### src/rtl/rv32i_pkg.sv
// Shared RV32I definitions: load funct3 codes, writeback buffer state and entry payload.
package rv32i_pkg;

   localparam int unsigned DATA_W = 32;
   localparam int unsigned REG_W  = 5;
   localparam int unsigned NREGS  = 32;

   localparam logic [2:0] F3_LB  = 3'b000;
   localparam logic [2:0] F3_LH  = 3'b001;
   localparam logic [2:0] F3_LW  = 3'b010;
   localparam logic [2:0] F3_LBU = 3'b100;
   localparam logic [2:0] F3_LHU = 3'b101;

   typedef enum logic {
      WB_EMPTY = 1'b0,
      WB_FULL  = 1'b1
   } wb_state_t;

   typedef struct packed {
      logic [REG_W-1:0]  rd;
      logic [DATA_W-1:0] data;
   } wb_entry_t;

endpackage

### src/rtl/rv32i_load_extend.sv
// Load data alignment and sign/zero extension from a word-aligned read.
module rv32i_load_extend
   import rv32i_pkg::*;
(
   input  logic [DATA_W-1:0] mem_rdata,
   input  logic [2:0]        mem_funct3,
   input  logic [1:0]        mem_addr_lo,
   output logic [DATA_W-1:0] ext_data_c
);

   logic [7:0]  byte_c;
   logic [15:0] half_c;

   always_comb begin
      byte_c = mem_rdata[7:0];
      case (mem_addr_lo)
         2'd0:    byte_c = mem_rdata[7:0];
         2'd1:    byte_c = mem_rdata[15:8];
         2'd2:    byte_c = mem_rdata[23:16];
         default: byte_c = mem_rdata[31:24];
      endcase
      half_c = mem_addr_lo[1] ? mem_rdata[31:16] : mem_rdata[15:0];
   end

   // Reserved funct3 values fall back to a full-word load.
   always_comb begin
      ext_data_c = mem_rdata;
      case (mem_funct3)
         F3_LB:   ext_data_c = {{24{byte_c[7]}}, byte_c};
         F3_LH:   ext_data_c = {{16{half_c[15]}}, half_c};
         F3_LBU:  ext_data_c = {24'd0, byte_c};
         F3_LHU:  ext_data_c = {16'd0, half_c};
         default: ext_data_c = mem_rdata;
      endcase
   end

endmodule

### src/rtl/rv32i_writeback.sv
// RV32I writeback: merges ALU results and buffered load returns onto the regfile write port.
// Optional pending-load scoreboard enabled by RV32_WB_SCOREBOARD_EN.
module rv32i_writeback
   import rv32i_pkg::*;
#(
   parameter int unsigned XLEN = 32
)(
   input  logic              clk,
   input  logic              rst_n,
   input  logic              alu_valid,
   input  logic [4:0]        alu_rd,
   input  logic [XLEN-1:0]   alu_data,
   input  logic              ld_issue,
   input  logic [4:0]        ld_issue_rd,
   input  logic              mem_valid,
   output logic              mem_ready,
   input  logic [4:0]        mem_rd,
   input  logic [XLEN-1:0]   mem_rdata,
   input  logic [2:0]        mem_funct3,
   input  logic [1:0]        mem_addr_lo,
   output logic [4:0]        rd_addr,
   output logic [XLEN-1:0]   rd_data,
   output logic              rd_we,
   output logic [XLEN-1:0]   busy
);

   wb_state_t         state, state_nxt;
   wb_entry_t         buf_q;
   logic [DATA_W-1:0] ext_c;
   logic              alu_wr_c;
   logic              drain_c;
   logic              supersede_c;
   logic              release_c;
   logic              accept_c;

   rv32i_load_extend u_ext (
      .mem_rdata   (DATA_W'(mem_rdata)),
      .mem_funct3  (mem_funct3),
      .mem_addr_lo (mem_addr_lo),
      .ext_data_c  (ext_c)
   );

   // The buffer never holds x0, so FULL alone qualifies a drain.
   always_comb begin
      alu_wr_c    = alu_valid && (alu_rd != 5'd0);
      drain_c     = (state == WB_FULL) && !alu_wr_c;
      supersede_c = (state == WB_FULL) && alu_wr_c && (alu_rd == buf_q.rd);
      release_c   = drain_c || supersede_c;
      mem_ready   = (state == WB_EMPTY) || release_c;
      accept_c    = mem_valid && mem_ready;
   end

   always_ff @(posedge clk or negedge rst_n) begin
      if (!rst_n) state <= WB_EMPTY;
      else        state <= state_nxt;
   end

   // Returns to x0 are accepted but never occupy the buffer.
   always_comb begin
      state_nxt = state;
      if (accept_c)
         state_nxt = (mem_rd != 5'd0) ? WB_FULL : WB_EMPTY;
      else if (release_c)
         state_nxt = WB_EMPTY;
   end

   always_ff @(posedge clk or negedge rst_n) begin
      if (!rst_n) begin
         buf_q   <= '0;
         rd_we   <= 1'b0;
         rd_addr <= 5'd0;
         rd_data <= '0;
      end else begin
         if (accept_c) begin
            buf_q.rd   <= mem_rd;
            buf_q.data <= ext_c;
         end
         rd_we <= alu_wr_c || drain_c;
         if (alu_wr_c) begin
            rd_addr <= alu_rd;
            rd_data <= alu_data;
         end else if (drain_c) begin
            rd_addr <= buf_q.rd;
            rd_data <= XLEN'(buf_q.data);
         end
      end
   end

`ifdef RV32_WB_SCOREBOARD_EN
   logic [NREGS-1:0] busy_q;
   logic [NREGS-1:0] set_c;
   logic [NREGS-1:0] clr_c;

   // Set takes precedence over a same-cycle clear of the same register.
   always_comb begin
      set_c = '0;
      clr_c = '0;
      if (ld_issue && (ld_issue_rd != 5'd0)) set_c[ld_issue_rd] = 1'b1;
      if (release_c)                         clr_c[buf_q.rd]    = 1'b1;
   end

   always_ff @(posedge clk or negedge rst_n) begin
      if (!rst_n) busy_q <= '0;
      else        busy_q <= ((busy_q & ~clr_c) | set_c) & ~NREGS'(1);
   end

   assign busy = XLEN'(busy_q);
`else
   logic unused_issue;
   assign unused_issue = ^{ld_issue, ld_issue_rd};
   assign busy         = '0;
`endif

endmodule

### config.mk
export PLATFORM = sky130hd
export DESIGN_NAME = rv32i_writeback
export DESIGN_NICKNAME = d
export VERILOG_FILES = /design/src/rtl/rv32i_pkg.sv /design/src/rtl/rv32i_load_extend.sv /design/src/rtl/rv32i_writeback.sv
export SDC_FILE = /design/constraint.sdc
export NUM_CORES = 1
export LEC_CHECK = 0
export CORE_ASPECT_RATIO = 0.5
export CORE_MARGIN = 8
export CORE_UTILIZATION = 48
export DETAILED_ROUTE_END_ITERATION = 10
export PLACE_DENSITY_LB_ADDON = 0.05
export SLEW_MARGIN = 15
export SYNTH_ARGS = -nofsm -noshare
export SYNTH_HDL_FRONTEND = slang
export SYNTH_SLANG_ARGS = --single-unit
export TNS_END_PERCENT = 20
### constraint.sdc
create_clock -name clk -period 2.6 [get_ports clk]
set_input_delay 0.26 -clock clk [delete_from_list [all_inputs] [get_ports clk]]
set_output_delay 0.26 -clock clk [all_outputs]
set_load 0.02 [all_outputs]
# == Yosys cells after proc, flatten, opt, wreduce, memory -nomap -nowiden ==
# Cells that the tools add are included.
# totals
ff_bits,76
input_bits,89
out_inout_bits,71
wordCells,38
# op_classes
n_eq_ne,6
mux,10
bitwise,1
reduce_logical,15
# ops
operator,n
32-bit case mux with 4 select lines,1
32-bit 2-to-1 mux,2
8-bit case mux with 3 select lines,1
16-bit 2-to-1 mux,1
5-bit 2-to-1 mux,2
5-bit nonzero test,2
"3-bit equality test, second input constant",2
5-bit equality test,1
1-bit logical AND,5
2-bit nonzero test,2
"3-bit by 1-bit equality test with 1-bit output, second input constant",1
3-bit logical NOT,1
1-bit logical OR,3
1-bit 2-to-1 mux,3
"2-bit by 1-bit equality test with 1-bit output, second input constant",1
"2-bit equality test, second input constant",1
2-bit logical NOT,1
1-bit logical NOT,1
1-bit inverter,1

# == Longest topological paths before layout ==
# depth
depth_word,8
depth_mapped,6
depth_no_buf,4

# == Modules after synthesis ==
# A second synthesis with hierarchy kept.
# hier_totals
cells_unflattened,423
area_unflattened_um2,4352.9
# by_module_without_submodules
module,n_inst,cells_per_inst,area_per_inst_um2
rv32i_writeback,1,292,3629.7
rv32i_load_extend,1,131,723.2

# == Worst setup path after synthesis ==
# Ideal clock, no wire load.
# synth_path
path_type,in2reg
from,input port alu_rd[1]
to,register buf_q[34] (netlist name)
setup_ps,127
arrival_time_ps,1722
setup_slack_ps,751
path_stages,5
path_buffers,1
cell_sequence,or4_4 > o211ai_4 > o2bb2ai_4 > buf_6 > mux2_1
# synth_between
elab_chain_len,7
word_cells_on_any_way,10
# synth_lines
item,line_no,text
start: declaration,rv32i_writeback.sv:11,"input logic [4:0] alu_rd,"
5-bit nonzero test,rv32i_writeback.sv:45,alu_wr_c = alu_valid && (alu_rd != 5'd0);
1-bit logical AND,rv32i_writeback.sv:45,
1-bit logical NOT or 1-bit logical AND (tied branches),"rv32i_writeback.sv:46, rv32i_writeback.sv:47",
1-bit logical AND (on tied branches),"rv32i_writeback.sv:46, rv32i_writeback.sv:47",
1-bit logical OR *,rv32i_writeback.sv:48,release_c = drain_c || supersede_c;
1-bit logical OR *,rv32i_writeback.sv:49,mem_ready = (state == WB_EMPTY) || release_c;
1-bit logical AND *,rv32i_writeback.sv:50,accept_c = mem_valid && mem_ready;
end: declaration,rv32i_writeback.sv:28,wb_entry_t buf_q;
# Every way passes the cells marked *; elsewhere a longest branch is shown, timed or not.
# A chain may end at the register's enable or synchronous reset.

# == Worst setup path in the final report ==
# layout_path
from,input port alu_rd[2]
to,output port mem_ready
# layout_between
elab_chain_len,6
word_cells_on_any_way,9
# layout_lines
item,line_no,text
5-bit nonzero test,rv32i_writeback.sv:45,
1-bit logical AND,rv32i_writeback.sv:45,
1-bit logical NOT or 1-bit logical AND (tied branches),"rv32i_writeback.sv:46, rv32i_writeback.sv:47",
1-bit logical AND (on tied branches),"rv32i_writeback.sv:46, rv32i_writeback.sv:47",
1-bit logical OR *,rv32i_writeback.sv:48,
1-bit logical OR *,rv32i_writeback.sv:49,
end: declaration,rv32i_writeback.sv:16,"output logic mem_ready,"
# Marks and branches as above.

==> flow_summary.yaml <==
floorplan:
  ios: 160
  die_x_um: 149
  die_y_um: 82.3
  initial_core_util: 0.489
  fp-row-count: 24
  floorplan.die_area_um2: 12200
  core_area_um2: 8620
synthesis:
  synth_enable_flop_cells: 0
  synth_cell_types: 41
  avgSynthCellArea_um2: 10.6
  ys_seq_elements: 76
  ys_warn_count: 0
  synthArstFlopShare: 1.00
  postSynthCellCount: 397
  syn-cell-area_um2: 4210
  seq_area_frac_synth: 0.451
  synth-main-ff-cell: "dfrtp_1"
placement:
  place_congestion: 0.842
  pre_cts_ws_ns: 0.0926
  hpwl_mm: 8.34
  dpl_cell_area_um2: 5450
  port_buffers: 121
  dp_cells: 621
critical_path:
  crit_top_cell: "clkdlybuf4s50_1"
  critical_path.max_stage_delay_ns: 0.60
  crit_arrival_ns: 2.24
  cp_slowest_cell: "clkdlybuf4s50_1"
  worstPathCellList: "clkdlybuf4s50_1 -> or4_4 -> o211ai_4 -> a31oi_4 -> inv_1 -> clkdlybuf4s50_1"
  required_ns: 2.34
  critPathTopFamily: "buffers and inverters"
  cp_max_fo: 3
  crit_path_end_kind: "output pin"
  cp-start-kind: "input pin"
  criticalPathCategory: "in -> out"
  path_buf_inv: 3
global_route:
  track_usage: 0.182
  grt_pass1_wl_mm: 17.6
  grt_start_max_net_pins: 53
  grt_pass1_vias: 3499
  antenna_found_initial: 0
  overflow: 0
final_layout:
  final_cell_mix: "clkdlybuf4s50_1 (120), dfrtp_1 (75), nand2_1 (74)"
  fill_cells: 709
  layout.cells.non_filler: 638
  drive_gt1_frac: 0.0998
  diodes: 0
  area_growth_pct: 36.6
  stdcell_area_um2: 5760
  post-route-util: 0.668
  final_common_cell: "clkdlybuf4s50_1"
  fin_nets: 605
cts:
  cts_tree: "yes"
  numCtsBuffers: 9
  clk_pin_slew_ns: 0.06
  clk_latency_ns: 0.33
  post_cts_resized: 0
  cts_setup_buffers: 0
  htreeDepth: 3
  postCtsHoldBufs: 1
  cts_root_buf: "clkbuf_16"
  clk_path_buf_depth: 2
  cts_sinks: 76
sta:
  skew_ns: 0.00482
  fmax_ghz: 0.401
  finalMaxSlewViolations: 0
  post-route-min-period_ns: 2.50
  finalSetupTns_ns: 0
  fin_crit_sh: 0.960
  tightest_slew_ns: 0.946
  hold_viol_final: 0
  rsz0062_at_grt: "no"
  setup_viol: 0
  holdWs_ns: 0.478
  setup_slack_ns: 0.104
  max_slew_margin: 0.369
routing:
  drt-initial-drc-count: 164
  vias: 3307
  postRouteAntennaNets: 0
  via_per_inst: 5.18
  totalWireLength_mm: 11.0
  drc_errors: 0
  post_drt_wl_per_cell_um: 17.3
  dr.pass1.iters: 4
power:
  power_density_nw_per_um2: 658
  p_leak_nw: 2.57
  peakVddDrop_mv: 0.480
  power.total_mw: 3.79
min_path:
  holdCritPathClass: "in -> reg"
outcome:
  status: "finished clean"
flow_run:
  max_cap_viol_count: 0
==> metal layers <==
| layer | global-route usage | routed length [um] | up-vias |
|---|---|---|---|
| met3 | 0.0576 | 937 | 10 |
| li1 | - | - | 1597 |
| met1 | 0.239 | 4990 | 1587 |
| met2 | 0.294 | 5040 | 113 |
| met5 | 0 | 0 | - |
| met4 | 0.0434 | 65 | 0 |
==> area by class of cell <==
type	count	area (um^2)	share of cell area
Clock inverter	4	48.8	0.00848
Timing Repair Buffer	137	1370	0.238
Tap cell	117	146	0.0254
Multi-Input combinational cell	286	2020	0.351
Inverter	6	22.5	0.00391
Clock buffer	12	246	0.0428
Sequential cell	76	1900	0.331
==> sequential cells by signal, summed over array words and instances (netlist names) <==
| signal | flops |
|---|---|
| rd_we | 1 |
| rd_addr | 5 |
| rd_data | 32 |
| buf_q | 37 |
| state | 1 |
==> final timing paths <==
| kind | cells past startpoint | from | slack (ns) | endpoint |
|---|---|---|---|---|
| max in group asynchronous | 3 | rst_n | 1.39 | buf_q[0] |
| hold reg to reg | 1 | buf_q[11] | 0.49 | buf_q[11] |
| min in group asynchronous | 2 | rst_n | 0.51 | buf_q[32] |
| setup / recovery | 6 | alu_rd[2] | 0.10 | mem_ready |
| setup reg to reg | 5 | buf_q[35] | 0.73 | buf_q[15] |
| hold / removal | 3 | alu_data[22] | 0.48 | rd_data[22] |
==> report_power, final <==
part | switching, mW | total (mW) | internal (mW)
clock network | 0.466 | 1.23 | 0.768
logic | 0.509 | 1.04 | 0.533
registers | 0.123 | 1.51 | 1.39
==> Yosys cell counts, drive strengths merged, types with 2 or more instances <==
cell type | count | area, um^2
o21a | 2 | 15.0
clkbuf | 18 | 67.6
o21ai | 38 | 190
nand2 | 74 | 278
o32a | 16 | 160
nand2b | 2 | 12.5
mux2 | 24 | 270
a221o | 7 | 70.1
nor2b | 4 | 25.0
or4 | 2 | 18.8
nand3 | 2 | 10.0
mux2i | 49 | 490
buf | 42 | 320
o22ai | 2 | 12.5
dfrtp | 76 | 1900
a22o | 8 | 70.1
inv | 5 | 18.8
o2bb2ai | 6 | 71.3
xnor2 | 5 | 43.8
==> worst register-to-register path, stage by stage (launching register included) <==
cell	delay (ns)
dfrtp_1	0.40
xnor2_1	0.30
nand3_1	0.19
o2bb2ai_4	0.35
buf_12	0.19
mux2_1	0.33
==> cells by family (layout without fill, tap and decap cells) <==
group / after synthesis / in the layout / share of synthesized area
AOI/OAI and AO/OA: 86 / 86 / 0.164
muxes: 74 / 74 / 0.186
and+or+nand+nor: 89 / 89 / 0.0903
buffers and inverters: 66 / 159 / 0.0974
DFF: 76 / 76 / 0.451
xor gates and xnor gates: 5 / 5 / 0.0104
other: 1 / 32 / 0.000890
No activity file was read; power rests on OpenSTA's default activity.
